### src/rtl/jtcop_dial_nch_if.sv
// jtcop_dial_nch_if: per-channel dial inputs and CPU read port of jtcop_dial_nch
interface jtcop_dial_nch_if #(parameter int CH = 4);
  localparam int SW = CH > 1 ? $clog2(CH) : 1;
  logic LHBL;
  logic [CH-1:0] inc, dec, btn, ctr_rst, moved;
  logic cs, uln, cfn, sfn;
  logic [SW-1:0] sel;
  logic [7:0] dout;
  modport master(output LHBL, inc, dec, btn, ctr_rst, cs, sel, uln, input dout, cfn, sfn, moved);
  modport slave(input LHBL, inc, dec, btn, ctr_rst, cs, sel, uln, output dout, cfn, sfn, moved);
endinterface

### src/rtl/jtcop_dial_nch.sv
// jtcop_dial_nch: N-channel line-paced dial counters with snapshot-coherent byte reads
// Step acceleration is compiled in when JTCOP_DIAL_ACCEL_EN is defined.
module jtcop_dial_nch #(
  parameter int CH = 4,
  parameter int W = 12,
  parameter int HOLD = 8,
  parameter int STEP_MAX = 4
) (
  input logic clk,
  input logic rst,
  jtcop_dial_nch_if.slave bus
);
  logic lhbl_l, tick, cfn, sfn, ok;
  logic [7:0] dout;
  logic [W-1:0] snap, rd;
  logic [15:0] snap_x;
  logic [CH-1:0] moved;
  logic [CH*W-1:0] cnt_all;
  assign tick = ~bus.LHBL & lhbl_l;
  assign ok = 32'(bus.sel) < CH;
  assign rd = ok ? cnt_all[32'(bus.sel)*W +: W] : '0;
  assign snap_x = 16'($signed(snap));
`ifndef JTCOP_DIAL_ACCEL_EN
  logic unused_cfg;
  assign unused_cfg = ^{HOLD, STEP_MAX};
`endif
  for (genvar i = 0; i < CH; i++) begin : g_ch
    logic up, dn, mv, mov;
    logic [3:0] step_eff;
    logic [W-1:0] cnt;
    assign up = bus.inc[i] & ~bus.dec[i];
    assign dn = bus.dec[i] & ~bus.inc[i];
    assign mv = tick & (up | dn);
`ifdef JTCOP_DIAL_ACCEL_EN
    logic [3:0] step, step_nx;
    logic [15:0] hold, hold_eff, hold_nx;
    logic last_up, rev, wrap;
    // a reversal restarts acceleration before the move is applied
    assign rev = up != last_up;
    assign step_eff = rev ? 4'd1 : step;
    assign hold_eff = rev ? '0 : hold;
    assign wrap = hold_eff == 16'(HOLD - 1);
    assign step_nx = ~mv ? 4'd1 : ~wrap ? step_eff :
                     step_eff >= 4'(STEP_MAX / 2) ? 4'(STEP_MAX) : step_eff << 1;
    assign hold_nx = ~mv | wrap ? '0 : hold_eff + 16'd1;
    always_ff @(posedge clk or posedge rst)
      if (rst) begin
        step <= 4'd1;
        hold <= '0;
        last_up <= 1'b1;
      end else if (bus.ctr_rst[i]) begin
        step <= 4'd1;
        hold <= '0;
      end else if (tick) begin
        step <= step_nx;
        hold <= hold_nx;
        last_up <= mv ? up : last_up;
      end
`else
    assign step_eff = 4'd1;
`endif
    always_ff @(posedge clk or posedge rst)
      if (rst) begin
        cnt <= '0;
        mov <= 1'b0;
      end else if (bus.ctr_rst[i]) begin
        cnt <= '0;
        mov <= 1'b0;
      end else if (mv) begin
        cnt <= up ? cnt + W'(step_eff) : cnt - W'(step_eff);
        mov <= 1'b1;
      end
    assign cnt_all[i*W +: W] = cnt;
    assign moved[i] = mov;
  end
  // lower reads capture the whole counter so the upper byte matches it
  always_ff @(posedge clk or posedge rst)
    if (rst) begin
      lhbl_l <= 1'b1;
      dout <= 8'hFF;
      snap <= '0;
      cfn <= 1'b1;
      sfn <= 1'b1;
    end else begin
      lhbl_l <= bus.LHBL;
      cfn <= ~|bus.btn;
      sfn <= ~|moved;
      dout <= ~(bus.cs & ok) ? 8'hFF : bus.uln ? snap_x[15:8] : rd[7:0];
      if (bus.cs & ok & ~bus.uln) snap <= rd;
    end
  assign bus.dout = dout;
  assign bus.cfn = cfn;
  assign bus.sfn = sfn;
  assign bus.moved = moved;
endmodule

### src/flat_wrapper.sv
// flat-port wrapper written by rule: the top's interface ports become plain ports
module jtcop_dial_nch_flat 
#(
  parameter int CH = 4,
  parameter int W = 12,
  parameter int HOLD = 8,
  parameter int STEP_MAX = 4
)
  (clk, rst, bus_LHBL, bus_inc, bus_dec, bus_btn, bus_ctr_rst, bus_cs, bus_sel, bus_uln, bus_dout, bus_cfn, bus_sfn, bus_moved);
  jtcop_dial_nch_if #(.CH(CH)) bus_i ();
  input logic clk;
  input logic rst;
  input wire logic [$bits(bus_i.LHBL)-1:0] bus_LHBL;
  input wire logic [$bits(bus_i.inc)-1:0] bus_inc;
  input wire logic [$bits(bus_i.dec)-1:0] bus_dec;
  input wire logic [$bits(bus_i.btn)-1:0] bus_btn;
  input wire logic [$bits(bus_i.ctr_rst)-1:0] bus_ctr_rst;
  input wire logic [$bits(bus_i.cs)-1:0] bus_cs;
  input wire logic [$bits(bus_i.sel)-1:0] bus_sel;
  input wire logic [$bits(bus_i.uln)-1:0] bus_uln;
  output wire logic [$bits(bus_i.dout)-1:0] bus_dout;
  output wire logic [$bits(bus_i.cfn)-1:0] bus_cfn;
  output wire logic [$bits(bus_i.sfn)-1:0] bus_sfn;
  output wire logic [$bits(bus_i.moved)-1:0] bus_moved;
  assign bus_i.LHBL = bus_LHBL;
  assign bus_i.inc = bus_inc;
  assign bus_i.dec = bus_dec;
  assign bus_i.btn = bus_btn;
  assign bus_i.ctr_rst = bus_ctr_rst;
  assign bus_i.cs = bus_cs;
  assign bus_i.sel = bus_sel;
  assign bus_i.uln = bus_uln;
  assign bus_dout = bus_i.dout;
  assign bus_cfn = bus_i.cfn;
  assign bus_sfn = bus_i.sfn;
  assign bus_moved = bus_i.moved;
  jtcop_dial_nch #(.CH(CH), .W(W), .HOLD(HOLD), .STEP_MAX(STEP_MAX)) u_core (.clk(clk), .rst(rst), .bus(bus_i));
endmodule
### config.mk
export PLATFORM = sky130hd
export DESIGN_NAME = jtcop_dial_nch_flat
export DESIGN_NICKNAME = d
export VERILOG_FILES = /design/src/rtl/jtcop_dial_nch_if.sv /design/src/rtl/jtcop_dial_nch.sv /design/src/flat_wrapper.sv
export SDC_FILE = /design/constraint.sdc
export NUM_CORES = 1
export LEC_CHECK = 0
export ABC_CLOCK_PERIOD_IN_PS = 2200
export CAP_MARGIN = 10
export CORE_MARGIN = 5
export CORE_UTILIZATION = 51
export DETAILED_ROUTE_END_ITERATION = 8
export DONT_BUFFER_PORTS = 1
export GPL_ROUTABILITY_DRIVEN = 0
export GPL_TIMING_DRIVEN = 0
export PLACE_DENSITY = 0.72
export SLEW_MARGIN = 20
export SYNTH_ARGS = -nofsm -noshare
export SYNTH_HDL_FRONTEND = slang
export SYNTH_SLANG_ARGS = --single-unit
### constraint.sdc
create_clock -name clk -period 2.2 [get_ports clk]
set_clock_uncertainty 0.05 [all_clocks]
set_input_delay 0.11 -clock clk [delete_from_list [all_inputs] [get_ports clk]]
set_output_delay 0.11 -clock clk [all_outputs]
set_load 0.01 [all_outputs]
==> impl_metrics.tcl <==
set metrics [dict create \
    htree_levels 3 \
    multiInputGateArea_mm2 0.003420 \
    grt_pass1_vias 4268 \
    dp_hpwl_um 9138 \
    avgSynthCellArea_um2 9.141 \
    power_density_mw_per_mm2 632.7 \
    post-route-period-util 1.000 \
    report.final.slew_viol_count 0 \
    core_region_area_mm2 0.009684 \
    synth_edf_count 0 \
    cts_tree "yes" \
    hold_class "in2reg" \
    grt_pass1_wl_um 21030 \
    ys_types 57 \
    grt_max_degree 49 \
    fill_cells 766 \
    fin_crit_ps 2200 \
    drive_above_1_share 0.2549 \
    cts-buffers-inserted 9 \
    grt_antenna_before_repair 0 \
    routed_wl_um 13370 \
    drtPass1Iterations 5 \
    port_buffers 0 \
    rows 36 \
    synth_flop_cell "dfrtp_1" \
    die_h_um 109.3 \
    wire_per_inst_um 18.04 \
    crit_path_cell_trace "ha_1 -> o21ai_0 -> o211ai_1 -> nand2_1 -> o211a_1 -> o31a_1 -> nor3_1" \
    synth_cells 550 \
    cpMaxStageDelayCell "dfrtp_1" \
    dpl_worst_slack_ps -361.5 \
    clockRootBuffer "clkbuf_8" \
    violations "negative setup slack" \
    cts_buffer_depth 2 \
    place.detailed.instances 684 \
    synthArstFlopShare 1.000 \
    irDropWorstVdd_mv 0.3562 \
    final_antenna_net_count 0 \
    final.setup.tns_ps -0.08038 \
    fin_cells 741 \
    grt.overflow.total 0 \
    drv_cap 0 \
    ys_top_cells_by_area "dfrtp_1 (28%), ha_1 (11%), dfstp_2 (5.7%), mux4_2 (5.4%), nand2_1 (4.9%)" \
    clock-sinks 67 \
    path_class "reg2reg" \
    initialDrtViolationCount 336 \
    yosysTopAreaCellShare 0.2787 \
    crit_fanout 3 \
    yosysTopAreaCell "dfrtp_1" \
    via_count 4505 \
    start_util 0.5191 \
    syn_area_mm2 0.005027 \
    slew_headroom 0.5295 \
    timing.fmax_mhz 454.5 \
    setup.worst_path.end_class "flop" \
    n_antenna_cell 0 \
    drc_errors 0 \
    insertion_delay_ps 350 \
    die_w_um 109.3 \
    required_ps 2430 \
    tightestPinTransition_ps 699.5 \
    ys.warnings.count 0 \
    power_leakage_nw 2.540 \
    area_growth_pct 21.33 \
    syn_nets 621 \
    ios 37 \
    ys_ff_latch 67 \
    yosysSeqAreaShare 0.3362 \
    outcome "finished with violations" \
    setup_viol 1 \
    final_util 0.6298 \
    cpPeakStageDelay_ps 430 \
    clk_pin_slew_ps 80 \
    fin_ws_ps -0.08038 \
    critPathLaunchType "flop" \
    rsz0062_at_grt "true" \
    hold_violations 0 \
    nNetsFinal 674 \
    die_area_mm2 0.01194 \
    routed_via_density 6.080 \
    regArea_mm2 0.001697 \
    arrival_ps 2430 \
    grt_usage 0.2262 \
]
final timing paths:
path | from | to | slack (ps) | cells past startpoint
hold reg to reg | u_core.g_ch[3].mov$_DFFE_PP0P_ | u_core.bus.sfn$_DFF_PP1_ | 380 | 1
setup / recovery | u_core.g_ch[0].cnt[3]$_DFFE_PP0P_ | u_core.g_ch[0].cnt[11]$_DFFE_PP0P_ | -0.08 | 7
hold / removal | bus_cs | u_core.bus.dout[6]$_DFF_PP1_ | 70 | 2
min in group asynchronous | rst | u_core.g_ch[3].cnt[8]$_DFFE_PP0P_ | 140 | 2
setup reg to reg | u_core.g_ch[0].cnt[3]$_DFFE_PP0P_ | u_core.g_ch[0].cnt[11]$_DFFE_PP0P_ | -0.08 | 7
max in group asynchronous | rst | u_core.lhbl_l$_DFF_PP1_ | 1370 | 3
per-stage QoR:
stage,hold slack (ps),power [W],instance area [um^2]
after CTS,52.24,0.003690,5670
after global placement,64.59,0.002397,5199
final,69.76,0.003859,6100
after detailed placement,-94.32,0.002432,5229
after global routing,59.23,0.004067,6100
after floorplan,64.48,0.002221,5032
registers in the layout, summed over array words and instances (netlist names):
name and count:
u_core.lhbl_l 1, u_core.g_ch.mov 4, u_core.bus.sfn 1, u_core.bus.dout 8
u_core.bus.cfn 1, u_core.g_ch.cnt 48, u_core.snap 4
synthesized netlist by cell type (all sizes together), types with 4 or more instances:
| master | number |
|---|---|
| a211oi | 10 |
| nand4 | 5 |
| nor2 | 37 |
| o21ai | 30 |
| mux2i | 4 |
| xor2 | 6 |
| a31oi | 5 |
| nand2 | 65 |
| nor2b | 4 |
| nand3 | 20 |
| xnor2 | 17 |
| o31ai | 6 |
| fa | 4 |
| a21oi | 42 |
| dfrtp | 56 |
| clkbuf | 19 |
| o211ai | 7 |
| o311ai | 4 |
| or2 | 6 |
| inv | 30 |
| buf | 6 |
| nand3b | 12 |
| nor4 | 7 |
| mux2 | 6 |
| or3 | 6 |
| nor3 | 19 |
| dfstp | 11 |
| a21o | 13 |
| mux4 | 12 |
| ha | 44 |
| a211o | 4 |
routing by layer:
layer / share of wire / GRT usage / wire length (um)
met5: 0 / 0 / 0
met4: 0.028 / 0.08905 / 379
met3: 0.060 / 0.05033 / 797
met2: 0.48 / 0.3588 / 6377
met1: 0.43 / 0.3016 / 5815
power by group:
| group | internal, W | switching (W) |
|---|---|---|
| clock | 0.000695 | 0.000499 |
| combinational | 0.000569 | 0.000649 |
| sequential | 0.00134 | 0.000107 |
cell type report:
class | count | area share
multi-input combinational | 428 | 0.5606
sequential | 67 | 0.2782
timing repair buffer | 41 | 0.05662
tap | 133 | 0.02728
clock buffer | 11 | 0.02482
inverter | 30 | 0.02072
buffer | 25 | 0.01826
clock inverter | 5 | 0.01231
timing repair inverter | 1 | 0.001231
worst max-delay path: cells and delay by family, from the launching register on:
family,cells,cell delay [ps]
AO/OA/AOI/OAI,4,1000
flip-flops,1,430
adder cells (fa/ha/maj),1,380
AND/OR/NAND/NOR,2,260
logic make-up (layout without fill, tap and decap cells):
logic type | count (synthesis) | after routing | share of synthesized area
AND/OR/NAND/NOR | 193 | 193 | 0.1891
AO/OA/AOI/OAI | 142 | 142 | 0.1894
flip-flops | 67 | 67 | 0.3362
buffers and inverters | 55 | 113 | 0.04455
adder cells (fa/ha/maj) | 48 | 48 | 0.1254
XOR/XNOR | 23 | 23 | 0.04007
multiplexers | 22 | 22 | 0.07516
what timing repair did:
item,4_1_cts,5_1_grt
gates resized for setup,13,52
hold buffers,7,0
cloned,0,1
setup endpoints to repair,4,12
setup buffers,13,20
pin swaps,11,23
hold endpoints to repair,71,0
cell usage in the layout, fill, tap and decap left out, types with 6 or more instances in the layout:
cell	instances
clkbuf_1	19
clkbuf_8	11
o211ai_1	7
a211oi_1	6
dfstp_2	11
nand3b_1	12
xnor2_1	17
a21oi_1	36
mux4_2	12
buf_4	37
nor2_1	37
a21o_1	13
nand3_1	19
dfrtp_1	51
o21ai_0	23
ha_1	26
ha_4	14
dlygate4sd3_1	7
xor2_1	6
o21ai_2	6
nand2_1	65
o31ai_1	6
nor3_1	17
inv_1	22
Note: power is estimated with default switching activity, not from simulation.
